[src/rtl/idct_block_scheduler_pkg.sv]
// Shared definitions for the IDCT block scheduler: sequencer state encoding,
// picture segments, block-grid dimensions and SRAM segment bases/strides.
package idct_block_scheduler_pkg;

  typedef enum logic [2:0] {
    ST_IDLE     = 3'd0,
    ST_LI_FETCH = 3'd1,
    ST_LI_CT    = 3'd2,
    ST_MEGA_A   = 3'd3,
    ST_MEGA_B   = 3'd4,
    ST_LO_CS    = 3'd5,
    ST_LO_WS    = 3'd6
  } sched_state_t;

  typedef enum logic [1:0] {
    SEG_Y = 2'd0,
    SEG_U = 2'd1,
    SEG_V = 2'd2
  } seg_t;

  localparam int Y_BLK_COLS   = 40;
  localparam int UV_BLK_COLS  = 20;
  localparam int BLK_ROWS     = 30;
  localparam int TOTAL_BLOCKS = 2400;

  localparam logic [17:0] PRE_Y_BASE = 18'd76800;
  localparam logic [17:0] PRE_U_BASE = 18'd153600;
  localparam logic [17:0] PRE_V_BASE = 18'd192000;
  localparam logic [17:0] OUT_Y_BASE = 18'd0;
  localparam logic [17:0] OUT_U_BASE = 18'd38400;
  localparam logic [17:0] OUT_V_BASE = 18'd57600;

  localparam logic [8:0] PRE_Y_STRIDE  = 9'd320;
  localparam logic [8:0] PRE_UV_STRIDE = 9'd160;
  localparam logic [8:0] OUT_Y_STRIDE  = 9'd160;
  localparam logic [8:0] OUT_UV_STRIDE = 9'd80;

  localparam logic MODE_FETCH = 1'b0;
  localparam logic MODE_WRITE = 1'b1;

endpackage

[src/rtl/idct_block_scheduler_block_addr_gen.sv]
// Block pointer {seg, rb, cb} walking Y -> U -> V in row-major order, with the
// SRAM base address and stride of the current block for either the pre-IDCT
// fetch layout (mode = MODE_FETCH) or the post-IDCT write layout (MODE_WRITE).
// Advancing from the final V block leaves the pointer in place and raises
// at_end, so callers can tell "fetched the last block" from "about to fetch it".
module block_addr_gen
  import idct_block_scheduler_pkg::*;
(
  input  logic        clk,
  input  logic        rst,
  input  logic        clear,
  input  logic        advance,
  input  logic        mode,
  output logic [17:0] base,
  output logic [8:0]  stride,
  output logic        at_end
);

  seg_t        seg;
  logic [4:0]  rb;
  logic [5:0]  cb;
  logic [11:0] blk_idx;
  logic        spent;

  logic        last_col;
  logic        last_row;
  logic        last_blk;
  logic [17:0] rb_w;
  logic [17:0] cb_w;
  logic [17:0] row_off;
  logic [17:0] col_off;
  logic [17:0] seg_base;

  // Wrap points of the block grid for the current segment
  always_comb begin
    last_col = (seg == SEG_Y) ? (cb == 6'(Y_BLK_COLS - 1)) : (cb == 6'(UV_BLK_COLS - 1));
    last_row = (rb == 5'(BLK_ROWS - 1));
    last_blk = (blk_idx == 12'(TOTAL_BLOCKS - 1));
  end

  // Pointer walk: column, then row, then segment; saturates on the last block
  always_ff @(posedge clk) begin
    if (rst || clear) begin
      seg     <= SEG_Y;
      rb      <= '0;
      cb      <= '0;
      blk_idx <= '0;
      spent   <= 1'b0;
    end else if (advance) begin
      if (last_blk) begin
        spent <= 1'b1;
      end else begin
        blk_idx <= blk_idx + 12'd1;
        if (last_col) begin
          cb <= '0;
          if (last_row) begin
            rb  <= '0;
            seg <= (seg == SEG_Y) ? SEG_U : SEG_V;
          end else begin
            rb <= rb + 5'd1;
          end
        end else begin
          cb <= cb + 6'd1;
        end
      end
    end
  end

  // Shift-add address: 2560 = 2^11+2^9, 1280 = 2^10+2^8, 640 = 2^9+2^7
  always_comb begin
    rb_w     = {13'd0, rb};
    cb_w     = {12'd0, cb};
    row_off  = '0;
    col_off  = '0;
    seg_base = '0;
    stride   = '0;
    if (mode == MODE_FETCH) begin
      col_off = cb_w << 3;
      if (seg == SEG_Y) begin
        row_off  = (rb_w << 11) + (rb_w << 9);
        seg_base = PRE_Y_BASE;
        stride   = PRE_Y_STRIDE;
      end else begin
        row_off  = (rb_w << 10) + (rb_w << 8);
        seg_base = (seg == SEG_U) ? PRE_U_BASE : PRE_V_BASE;
        stride   = PRE_UV_STRIDE;
      end
    end else begin
      col_off = cb_w << 2;
      if (seg == SEG_Y) begin
        row_off  = (rb_w << 10) + (rb_w << 8);
        seg_base = OUT_Y_BASE;
        stride   = OUT_Y_STRIDE;
      end else begin
        row_off  = (rb_w << 9) + (rb_w << 7);
        seg_base = (seg == SEG_U) ? OUT_U_BASE : OUT_V_BASE;
        stride   = OUT_UV_STRIDE;
      end
    end
    base = seg_base + row_off + col_off;
  end

  assign at_end = spent;

endmodule

[src/rtl/idct_block_scheduler.sv]
// Milestone 2 IDCT sequencer: walks all 2400 blocks (Y, U, V) and overlaps the
// fetch / compute-T / compute-S / write engines in lead-in, megastate A/B and
// lead-out phases. Each phase pulses its engine starts on entry and leaves the
// edge on which every participating engine has reported done.
// Optional build macro M2_SCHED_PERF_EN adds perf_cycles / perf_stall outputs.
module idct_block_scheduler
  import idct_block_scheduler_pkg::*;
(
  input  logic        Clock,
  input  logic        Reset,
  input  logic        Enable,
  output logic        Done,
  output logic        Busy,
  output logic        fetch_start,
  output logic [17:0] fetch_base,
  output logic [8:0]  fetch_stride,
  input  logic        fetch_done,
  output logic        ct_start,
  input  logic        ct_done,
  output logic        cs_start,
  input  logic        cs_done,
  output logic        ws_start,
  output logic [17:0] ws_base,
  output logic [8:0]  ws_stride,
  input  logic        ws_done
`ifdef M2_SCHED_PERF_EN
  ,
  output logic [31:0] perf_cycles,
  output logic [31:0] perf_stall
`endif
);

  sched_state_t state;
  logic f_flag, t_flag, s_flag, w_flag;
  logic f_set, t_set, s_set, w_set;
  logic phase_exit;
  logic fetch_adv, ws_adv, ptr_clear;
  logic [17:0] fa_base, wa_base;
  logic [8:0]  fa_stride, wa_stride;
  logic        fa_end;
  logic        wa_end_unused;

  // Sticky done view including this cycle's pulse; a done coincident with its own start is dropped
  always_comb begin
    f_set = f_flag | (fetch_done & ~fetch_start);
    t_set = t_flag | (ct_done & ~ct_start);
    s_set = s_flag | (cs_done & ~cs_start);
    w_set = w_flag | (ws_done & ~ws_start);
    case (state)
      ST_LI_FETCH: phase_exit = f_set;
      ST_LI_CT:    phase_exit = t_set;
      ST_MEGA_A:   phase_exit = s_set & f_set;
      ST_MEGA_B:   phase_exit = t_set & w_set;
      ST_LO_CS:    phase_exit = s_set;
      ST_LO_WS:    phase_exit = w_set;
      default:     phase_exit = 1'b0;
    endcase
  end

  assign fetch_adv = phase_exit & ((state == ST_LI_FETCH) || (state == ST_MEGA_A));
  assign ws_adv    = phase_exit & ((state == ST_MEGA_B) || (state == ST_LO_WS));
  assign ptr_clear = phase_exit & (state == ST_LO_WS);

  block_addr_gen u_fetch_ptr (
    .clk     (Clock),
    .rst     (Reset),
    .clear   (ptr_clear),
    .advance (fetch_adv),
    .mode    (MODE_FETCH),
    .base    (fa_base),
    .stride  (fa_stride),
    .at_end  (fa_end)
  );

  block_addr_gen u_write_ptr (
    .clk     (Clock),
    .rst     (Reset),
    .clear   (ptr_clear),
    .advance (ws_adv),
    .mode    (MODE_WRITE),
    .base    (wa_base),
    .stride  (wa_stride),
    .at_end  (wa_end_unused)
  );

  // Phase sequencer with registered start pulses, bases, Busy and Done
  always_ff @(posedge Clock) begin
    if (Reset) begin
      state        <= ST_IDLE;
      Done         <= 1'b0;
      Busy         <= 1'b0;
      fetch_start  <= 1'b0;
      ct_start     <= 1'b0;
      cs_start     <= 1'b0;
      ws_start     <= 1'b0;
      fetch_base   <= '0;
      fetch_stride <= '0;
      ws_base      <= '0;
      ws_stride    <= '0;
      f_flag       <= 1'b0;
      t_flag       <= 1'b0;
      s_flag       <= 1'b0;
      w_flag       <= 1'b0;
    end else begin
      Done        <= 1'b0;
      fetch_start <= 1'b0;
      ct_start    <= 1'b0;
      cs_start    <= 1'b0;
      ws_start    <= 1'b0;
      if ((state == ST_IDLE) || phase_exit) begin
        f_flag <= 1'b0;
        t_flag <= 1'b0;
        s_flag <= 1'b0;
        w_flag <= 1'b0;
      end else begin
        f_flag <= f_set;
        t_flag <= t_set;
        s_flag <= s_set;
        w_flag <= w_set;
      end
      case (state)
        ST_IDLE: if (Enable) begin
          state        <= ST_LI_FETCH;
          Busy         <= 1'b1;
          fetch_start  <= 1'b1;
          fetch_base   <= fa_base;
          fetch_stride <= fa_stride;
        end
        ST_LI_FETCH: if (phase_exit) begin
          state    <= ST_LI_CT;
          ct_start <= 1'b1;
        end
        ST_LI_CT: if (phase_exit) begin
          state        <= ST_MEGA_A;
          cs_start     <= 1'b1;
          fetch_start  <= 1'b1;
          fetch_base   <= fa_base;
          fetch_stride <= fa_stride;
        end
        ST_MEGA_A: if (phase_exit) begin
          state     <= ST_MEGA_B;
          ct_start  <= 1'b1;
          ws_start  <= 1'b1;
          ws_base   <= wa_base;
          ws_stride <= wa_stride;
        end
        ST_MEGA_B: if (phase_exit) begin
          cs_start <= 1'b1;
          if (fa_end) begin
            state <= ST_LO_CS;
          end else begin
            state        <= ST_MEGA_A;
            fetch_start  <= 1'b1;
            fetch_base   <= fa_base;
            fetch_stride <= fa_stride;
          end
        end
        ST_LO_CS: if (phase_exit) begin
          state     <= ST_LO_WS;
          ws_start  <= 1'b1;
          ws_base   <= wa_base;
          ws_stride <= wa_stride;
        end
        ST_LO_WS: if (phase_exit) begin
          state <= ST_IDLE;
          Done  <= 1'b1;
          Busy  <= 1'b0;
        end
        default: state <= ST_IDLE;
      endcase
    end
  end

`ifdef M2_SCHED_PERF_EN
  // Busy-cycle and half-finished-megastate counters; cleared on start, frozen from Done on
  always_ff @(posedge Clock) begin
    if (Reset) begin
      perf_cycles <= '0;
      perf_stall  <= '0;
    end else if ((state == ST_IDLE) && Enable) begin
      perf_cycles <= '0;
      perf_stall  <= '0;
    end else begin
      if (Busy) perf_cycles <= perf_cycles + 32'd1;
      if (((state == ST_MEGA_A) && (f_flag ^ s_flag)) ||
          ((state == ST_MEGA_B) && (t_flag ^ w_flag)))
        perf_stall <= perf_stall + 32'd1;
    end
  end
`endif

endmodule
[config.mk]
export PLATFORM = sky130hd
export DESIGN_NAME = idct_block_scheduler
export DESIGN_NICKNAME = d
export VERILOG_FILES = /design/src/rtl/idct_block_scheduler_pkg.sv /design/src/rtl/idct_block_scheduler_block_addr_gen.sv /design/src/rtl/idct_block_scheduler.sv
export SDC_FILE = /design/constraint.sdc
export NUM_CORES = 1
export LEC_CHECK = 0
export CAP_MARGIN = 20
export CORE_ASPECT_RATIO = 0.5
export CORE_MARGIN = 4
export CORE_UTILIZATION = 40
export DETAILED_ROUTE_END_ITERATION = 12
export GPL_TIMING_DRIVEN = 0
export PLACE_DENSITY_LB_ADDON = 0.12
export SYNTH_ARGS = -nofsm -noshare
export SYNTH_HDL_FRONTEND = slang
export SYNTH_SLANG_ARGS = --single-unit
export TNS_END_PERCENT = 5
[constraint.sdc]
create_clock -name Clock -period 4.1 [get_ports Clock]
set_input_delay 0.615 -clock Clock [delete_from_list [all_inputs] [get_ports Clock]]
set_output_delay 0.615 -clock Clock [all_outputs]
set_load 0.02 [all_outputs]
Word-level counts from Yosys, hierarchy flattened
Index checks and enable logic that the tools add are counted.
Storage, ports and cells
  bits in registers: 118
  latch bits: 0
  bits in writable memories: 0
  memory bits (read-only): 0
  bits of input ports: 7
  output and inout port bits: 60
  word-level logic and storage cells: 157
  memories: 0
Operators by class
  add/sub/neg operators: 14
  multipliers: 0
  div/mod/pow operators: 0
  magnitude comparators: 0
  equality and inequality tests: 24
  shift operators: 0
  multiplexer cells: 44
  bitwise operators: 23
  reduce and logical (&&, ||, !) cells: 28
Operator list (number)
  two-way mux 18 bit: 8
  one-hot mux 18 bit (3 select lines): 1
  two-way mux 9 bit: 5
  adder 18 bit: 2
  adder 15 x 13 -> 16 bit: 2
  one-hot mux 9 bit (3 select lines): 1
  adder 12 x 1 -> 12 bit (second input constant): 2
  equality test 12 bit (second input constant): 2
  two-way mux 3 bit: 8
  one-hot mux 3 bit (7 select lines): 1
  adder 18 x 8 -> 18 bit: 1
  adder 18 x 9 -> 18 bit: 1
  adder 16 x 14 -> 17 bit: 1
  two-way mux 16 bit: 1
  inequality test 2 bit (second input constant): 8
  OR reduction 2 bit: 8
  adder 14 x 12 -> 15 bit: 1
  two-way mux 15 bit: 1
  adder 6 x 1 -> 6 bit (second input constant): 2
  equality test 6 x 5 -> 1 bit (second input constant): 2
  equality test 6 bit (second input constant): 2
  two-way mux 6 bit: 2
  adder 5 x 1 -> 5 bit (second input constant): 2
  equality test 5 bit (second input constant): 2
  24 further kinds: 67

Depth between registers and ports, before layout
  depth in word-level cells: 8
  mapped depth: 13
  mapped depth without buffers: 13

Cells and area by module
A second synthesis with hierarchy kept.
Unflattened totals
  cell total of the unflattened synthesis: 879
  area, all modules: 7709.9 um^2
By module, submodules not included
  idct_block_scheduler: times used 1, cells each 295, area an instance 2737.6 um^2, sequential area each 1341.3 um^2
  block_addr_gen (u_write_ptr): times used 1, cells each 298, area an instance 2626.3 um^2, sequential area each 520.5 um^2
  block_addr_gen (u_fetch_ptr): times used 1, cells each 286, area an instance 2346.0 um^2, sequential area each 520.5 um^2

Worst setup path after synthesis
No wires, ideal clock.
  path type: register -> register
  start point: register u_fetch_ptr.rb[0]
  end point: register fetch_base[14]
  library setup time: 136 ps
  data arrival time: 2695 ps
  required time: 3964 ps
  slack: 1269 ps
  cell stages (with the launch flop): 14
  path buffers: 0
  clock period less this slack: 2831 ps
  cell sequence: dfxtp_1 > ha_1 > inv_1 > fa_1 > xnor2_1 > nand2_1 > o21ai_0 > ha_1 > or3_1 > o21ai_0 > a31oi_1 > and3_1 > a2111oi_0 > a211oi_1
On the way
  cells in the longest elaborated chain, start to end: 7
  elaborated cells between the ends (all ways): 10
  those cells by class: 4 x add/sub; 6 x mux
RTL lines
  start: declaration: RTL line idct_block_scheduler_block_addr_gen.sv:20  | logic [4:0] rb;
  start signal: assignment: RTL line idct_block_scheduler_block_addr_gen.sv:60  | rb <= rb + 5'd1;
  adder 16 x 14 -> 17 bit or adder 15 x 13 -> 16 bit (tied branches): RTL line idct_block_scheduler_block_addr_gen.sv:80, idct_block_scheduler_block_addr_gen.sv:84
  two-way mux 18 bit (*): RTL line idct_block_scheduler_block_addr_gen.sv:79  | if (seg == SEG_Y) begin
  adder 18 bit (*): RTL line idct_block_scheduler_block_addr_gen.sv:100  | base = seg_base + row_off + col_off;
  adder 18 x 9 -> 18 bit (*): RTL line idct_block_scheduler_block_addr_gen.sv:100
  two-way mux 18 bit: RTL line idct_block_scheduler.sv:149  | if (fa_end) begin
  two-way mux 18 bit: RTL line idct_block_scheduler.sv:147  | ST_MEGA_B: if (phase_exit) begin
  one-hot mux 18 bit (3 select lines) (*): RTL line idct_block_scheduler.sv:121  | case (state)
  end signal: assignment: RTL line idct_block_scheduler.sv:126  | fetch_base <= fa_base;
  end signal: assignment: RTL line idct_block_scheduler.sv:137  | fetch_base <= fa_base;
  end signal: assignment: RTL line idct_block_scheduler.sv:154  | fetch_base <= fa_base;
  end: declaration: RTL line idct_block_scheduler.sv:15  | output logic [17:0] fetch_base,
Mark *: on every way between the ends. The rest lies on a longest branch, timed or not. The select of a mux whose other input is x is not followed.
A chain may end at the register's enable or synchronous reset.

Final worst setup path
Same ends and word-level chain as after synthesis.

==> impl_metrics.env <==
export IMPL_hpwl_um=11000
export IMPL_final_util_pct=49.6
export IMPL_hold_path_class="flip-flop to flip-flop"
export IMPL_met2_length_um=6310
export IMPL_fin_setup_tns_ps=0
export IMPL_crit_family="adder cells"
export IMPL_crit_cells=13
export IMPL_m1WireLength_um=7420
export IMPL_ant_nets=0
export IMPL_cts_resized=0
export IMPL_r2r_cells=13
export IMPL_diodes=0
export IMPL_final_area_um2=6870
export IMPL_hold_buffers=0
export IMPL_switching_share_pct=28.4
export IMPL_ios=67
export IMPL_die_w_um=178
export IMPL_rows=30
export IMPL_hold_end="ws_base[10]$_SDFFE_PP0P_"
export IMPL_final_layout_size_suffix_gt1_share_pct=8.75
export IMPL_worst_pin_slew_ps=987
export IMPL_hold_viol=0
export IMPL_crit_start="u_fetch_ptr.rb[0]$_SDFFE_PP0P_"
export IMPL_drc_errors=0
export IMPL_p_seq_share_pct=47.2
export IMPL_first_pass_iters=5
export IMPL_p_int_mw=1.51
export IMPL_finalCriticalPeriod_ps=3310
export IMPL_r2r_end="fetch_base[14]$_SDFFE_PP0P_"
export IMPL_path_class="flip-flop to flip-flop"
export IMPL_r2r_setup_slack_ps=790
export IMPL_drv_slew=0
export IMPL_setup_ws_ps=787
export IMPL_clk_path_buf_depth=2
export IMPL_die_area_um2=16600
export IMPL_combPwrFrac_pct=13.0
export IMPL_top_layer="met4"
export IMPL_synth_area_um2=5780
export IMPL_relSlewSlack_pct=33.3
export IMPL_avgSynthCellArea_um2=8.31
export IMPL_cts_tree="built"
export IMPL_synth_seq_cells=98
export IMPL_postCtsSetupRepairBufs=0
export IMPL_viasPerCell=5.39
export IMPL_hold_depth=2
export IMPL_pwr_density_cell_nw_per_um2=307
export IMPL_dieHeight_um=93.0
export IMPL_post_route_period_util_pct=80.8
export IMPL_path_buf_inv=1
export IMPL_crit_path_max_fanout=7
export IMPL_grt_max_degree=19
export IMPL_slowest_stage="dfxtp_1"
export IMPL_power_frac_clock_pct=39.8
export IMPL_synthArstFlopShare_pct=0
export IMPL_antenna_found_initial=0
export IMPL_required_ps=4310
export IMPL_rsz0062_at_grt="no"
export IMPL_start_kind="flip-flop"
export IMPL_vias=5225
export IMPL_peakVddDrop_uv=195
export IMPL_wl_per_cell_um=15.1
export IMPL_grt_pass1_vias=4866
export IMPL_grt_pass1_wl_um=24300
export IMPL_design_core_area_um2=13900
export IMPL_path_cells="ha_1, inv_1, fa_1, xnor2_1, nand2_1, o21ai_0, ha_1, or3_1, o21ai_0, a31oi_1, and3_1, a2111oi_0, a211oi_1"
export IMPL_placed_cell_area_um2=6580
export IMPL_area_growth_pct=18.7
export IMPL_portBuffers=50
export IMPL_gp_congestion=0.839
export IMPL_ys_flop_type="dfxtp_1"
export IMPL_cp_arrival_ps=3520
export IMPL_h_tree_depth=3
export IMPL_start_util_pct=41.8
export IMPL_ys_seq_area_share_pct=33.9
export IMPL_p_sw_mw=0.597
export IMPL_r2r_start="u_fetch_ptr.rb[0]$_SDFFE_PP0P_"
export IMPL_setup_viol=0
export IMPL_synth_edff_count=0
export IMPL_wl_met3_um=704
export IMPL_root_buffer="clkbuf_16"
export IMPL_syn_inst=696
export IMPL_grt_total_usage_pct=17.8
export IMPL_clock_sinks=98
export IMPL_hold_path_startpoint="ws_base[10]$_SDFFE_PP0P_"
export IMPL_clkLatencyLatePin_ps=350
export IMPL_max_stage_delay_ps=490
export IMPL_totalWireLength_um=14600
export IMPL_cts_made_buffers=9
export IMPL_skew_ps=10.6
export IMPL_yosysWarnings=0
export IMPL_clkSlewWorstSetupHoldPaths_ps=80
export IMPL_cap_viol_max_count=0
export IMPL_crit_path_end_kind="flip-flop"
export IMPL_drt_iter0_drc=327
export IMPL_p_leak_nw=2.56
export IMPL_gr_total_overflow=0
export IMPL_finalNetCount=810
export IMPL_fmax_mhz=302
export IMPL_dp_slack_ps=789
export IMPL_status="finished clean"
export IMPL_synth_cell_types=74
==> cells in the final DEF, fill, tap and decap left out, types with 10 or more instances in the layout <==
cell             instances
buf_4                   21
xor2_1                  14
nand3_1                 30
or4_1                   10
mux2i_1                 18
nand2_1                 79
and3_1                  13
ha_1                    27
inv_1                   19
clkdlybuf4s50_1         50
clkbuf_1                27
dfxtp_1                 98
nor2_1                  46
conb_1                  16
a21oi_1                 57
xnor2_1                 15
o31ai_1                 11
a21o_1                  11
o21ai_0                 37
nor3_1                  11
nor2b_1                 12
or3_1                   13
==> flip-flops by register name, indices dropped and copies added (netlist names), 2 cells and up <==
| name | flops |
|---|---|
| fetch_base | 15 |
| fetch_stride | 2 |
| state | 3 |
| u_fetch_ptr.blk_idx | 12 |
| u_fetch_ptr.cb | 6 |
| u_fetch_ptr.rb | 5 |
| u_fetch_ptr.seg | 2 |
| u_write_ptr.blk_idx | 12 |
| u_write_ptr.cb | 6 |
| u_write_ptr.rb | 5 |
| u_write_ptr.seg | 2 |
| ws_base | 15 |
| ws_stride | 2 |
==> kinds of logic (layout without fill, tap and decap cells) <==
kind of cell / count (synthesis) / count (layout) / synth area share [%]
adders and majority gates: 31 / 31 / 7.23
buffers and inverters: 78 / 144 / 6.84
DFF: 98 / 98 / 33.9
and+or+nand+nor: 265 / 265 / 23.6
muxes: 19 / 19 / 3.31
xor gates and xnor gates: 29 / 29 / 4.39
other: 1 / 16 / 0.0648
AOI/OAI and AO/OA: 175 / 175 / 20.7
==> worst max path at each step <==
stage / slack, ps / to
5_1_grt: 500 / fetch_base[14]$_SDFFE_PP0P_
6_report: 790 / fetch_base[14]$_SDFFE_PP0P_
3_3_place_gp: 780 / u_write_ptr.rb[3]$_SDFFE_PP0P_
4_1_cts: 760 / fetch_base[14]$_SDFFE_PP0P_
3_5_place_dp: 790 / fetch_base[14]$_SDFFE_PP0P_
2_1_floorplan: 1270 / fetch_base[14]$_SDFFE_PP0P_
==> synthesized netlist by cell type, drive strengths merged (2+ instances only) <==
library cell   n  area share [%]
o311ai         3            0.45
nor2          49             3.3
nor4bb         2            0.35
or4           10             1.3
a21boi         2            0.26
nand2         79             5.1
o31ai         14             2.2
a211oi         9             1.2
a21o          11             1.4
and3          13             1.4
o22ai          2            0.32
a21oi         59             5.4
dfxtp         98              34
nand3b         4            0.52
a41oi          2            0.30
nor3          13             1.4
a22oi          2            0.26
xor2          14             2.1
clkbuf        27             1.8
nand4b         5            0.76
inv           20             1.3
nor4           7            0.76
or2            3            0.32
nand4          8            0.87
buf           31             3.8
a32o           2            0.35
a31oi          4            0.43
ha            27             5.8
a311oi         3            0.45
o21ai         39             3.4
fa             4             1.4
a221oi         2            0.41
o211a          3            0.52
xnor2         15             2.3
nand3         30             2.6
nor2b         12             1.3
mux2i         18             3.1
nand2b         4            0.43
nor4b          2            0.30
a2111oi        4             1.3
and2           7            0.76
or3           13             1.4
o211ai         4            0.52
==> cell type report <==
cell class                 instances  area [µm²]
buffer                            58         320
inverter                          20        75.1
clock inverter                     7        60.1
timing repair buffer              50         500
multi-input combinational        535        3480
sequential                        98        1960
tap                              192         240
clock buffer                       9         225
fill                            1381        6990
==> tightest hold or removal path: stages (launching register included) <==
cell and delay, ps:
dfxtp_1 310, nand2_1 50, a21oi_1 50
==> power by group through the flow <==
stage	logic (mW)	clock network, mW	registers [mW]
floorplan	0.165	0	1.03
global placement	0.272	0	1.02
detailed placement	0.273	0	1.02
CTS	0.274	0.854	0.994
global route	0.297	0.900	0.997
finish	0.274	0.837	0.994
==> stage by stage <==
| stage | std cells | hold WS, ps | power, mW |
|---|---|---|---|
| after CTS | 969 | 458 | 2.12 |
| final | 969 | 454 | 2.10 |
| after detailed placement | 953 | 449 | 1.29 |
| after global placement | 953 | 445 | 1.29 |
| after global routing | 969 | 480 | 2.19 |
| after floorplan | 711 | 449 | 1.20 |
==> routing by layer <==
layer	vias up	track usage (%)
met5	-	0
li1	2638	-
met4	0	3.67
met2	120	28.3
met3	16	2.95
met1	2451	25.6
(Power assumes the default switching activity.)
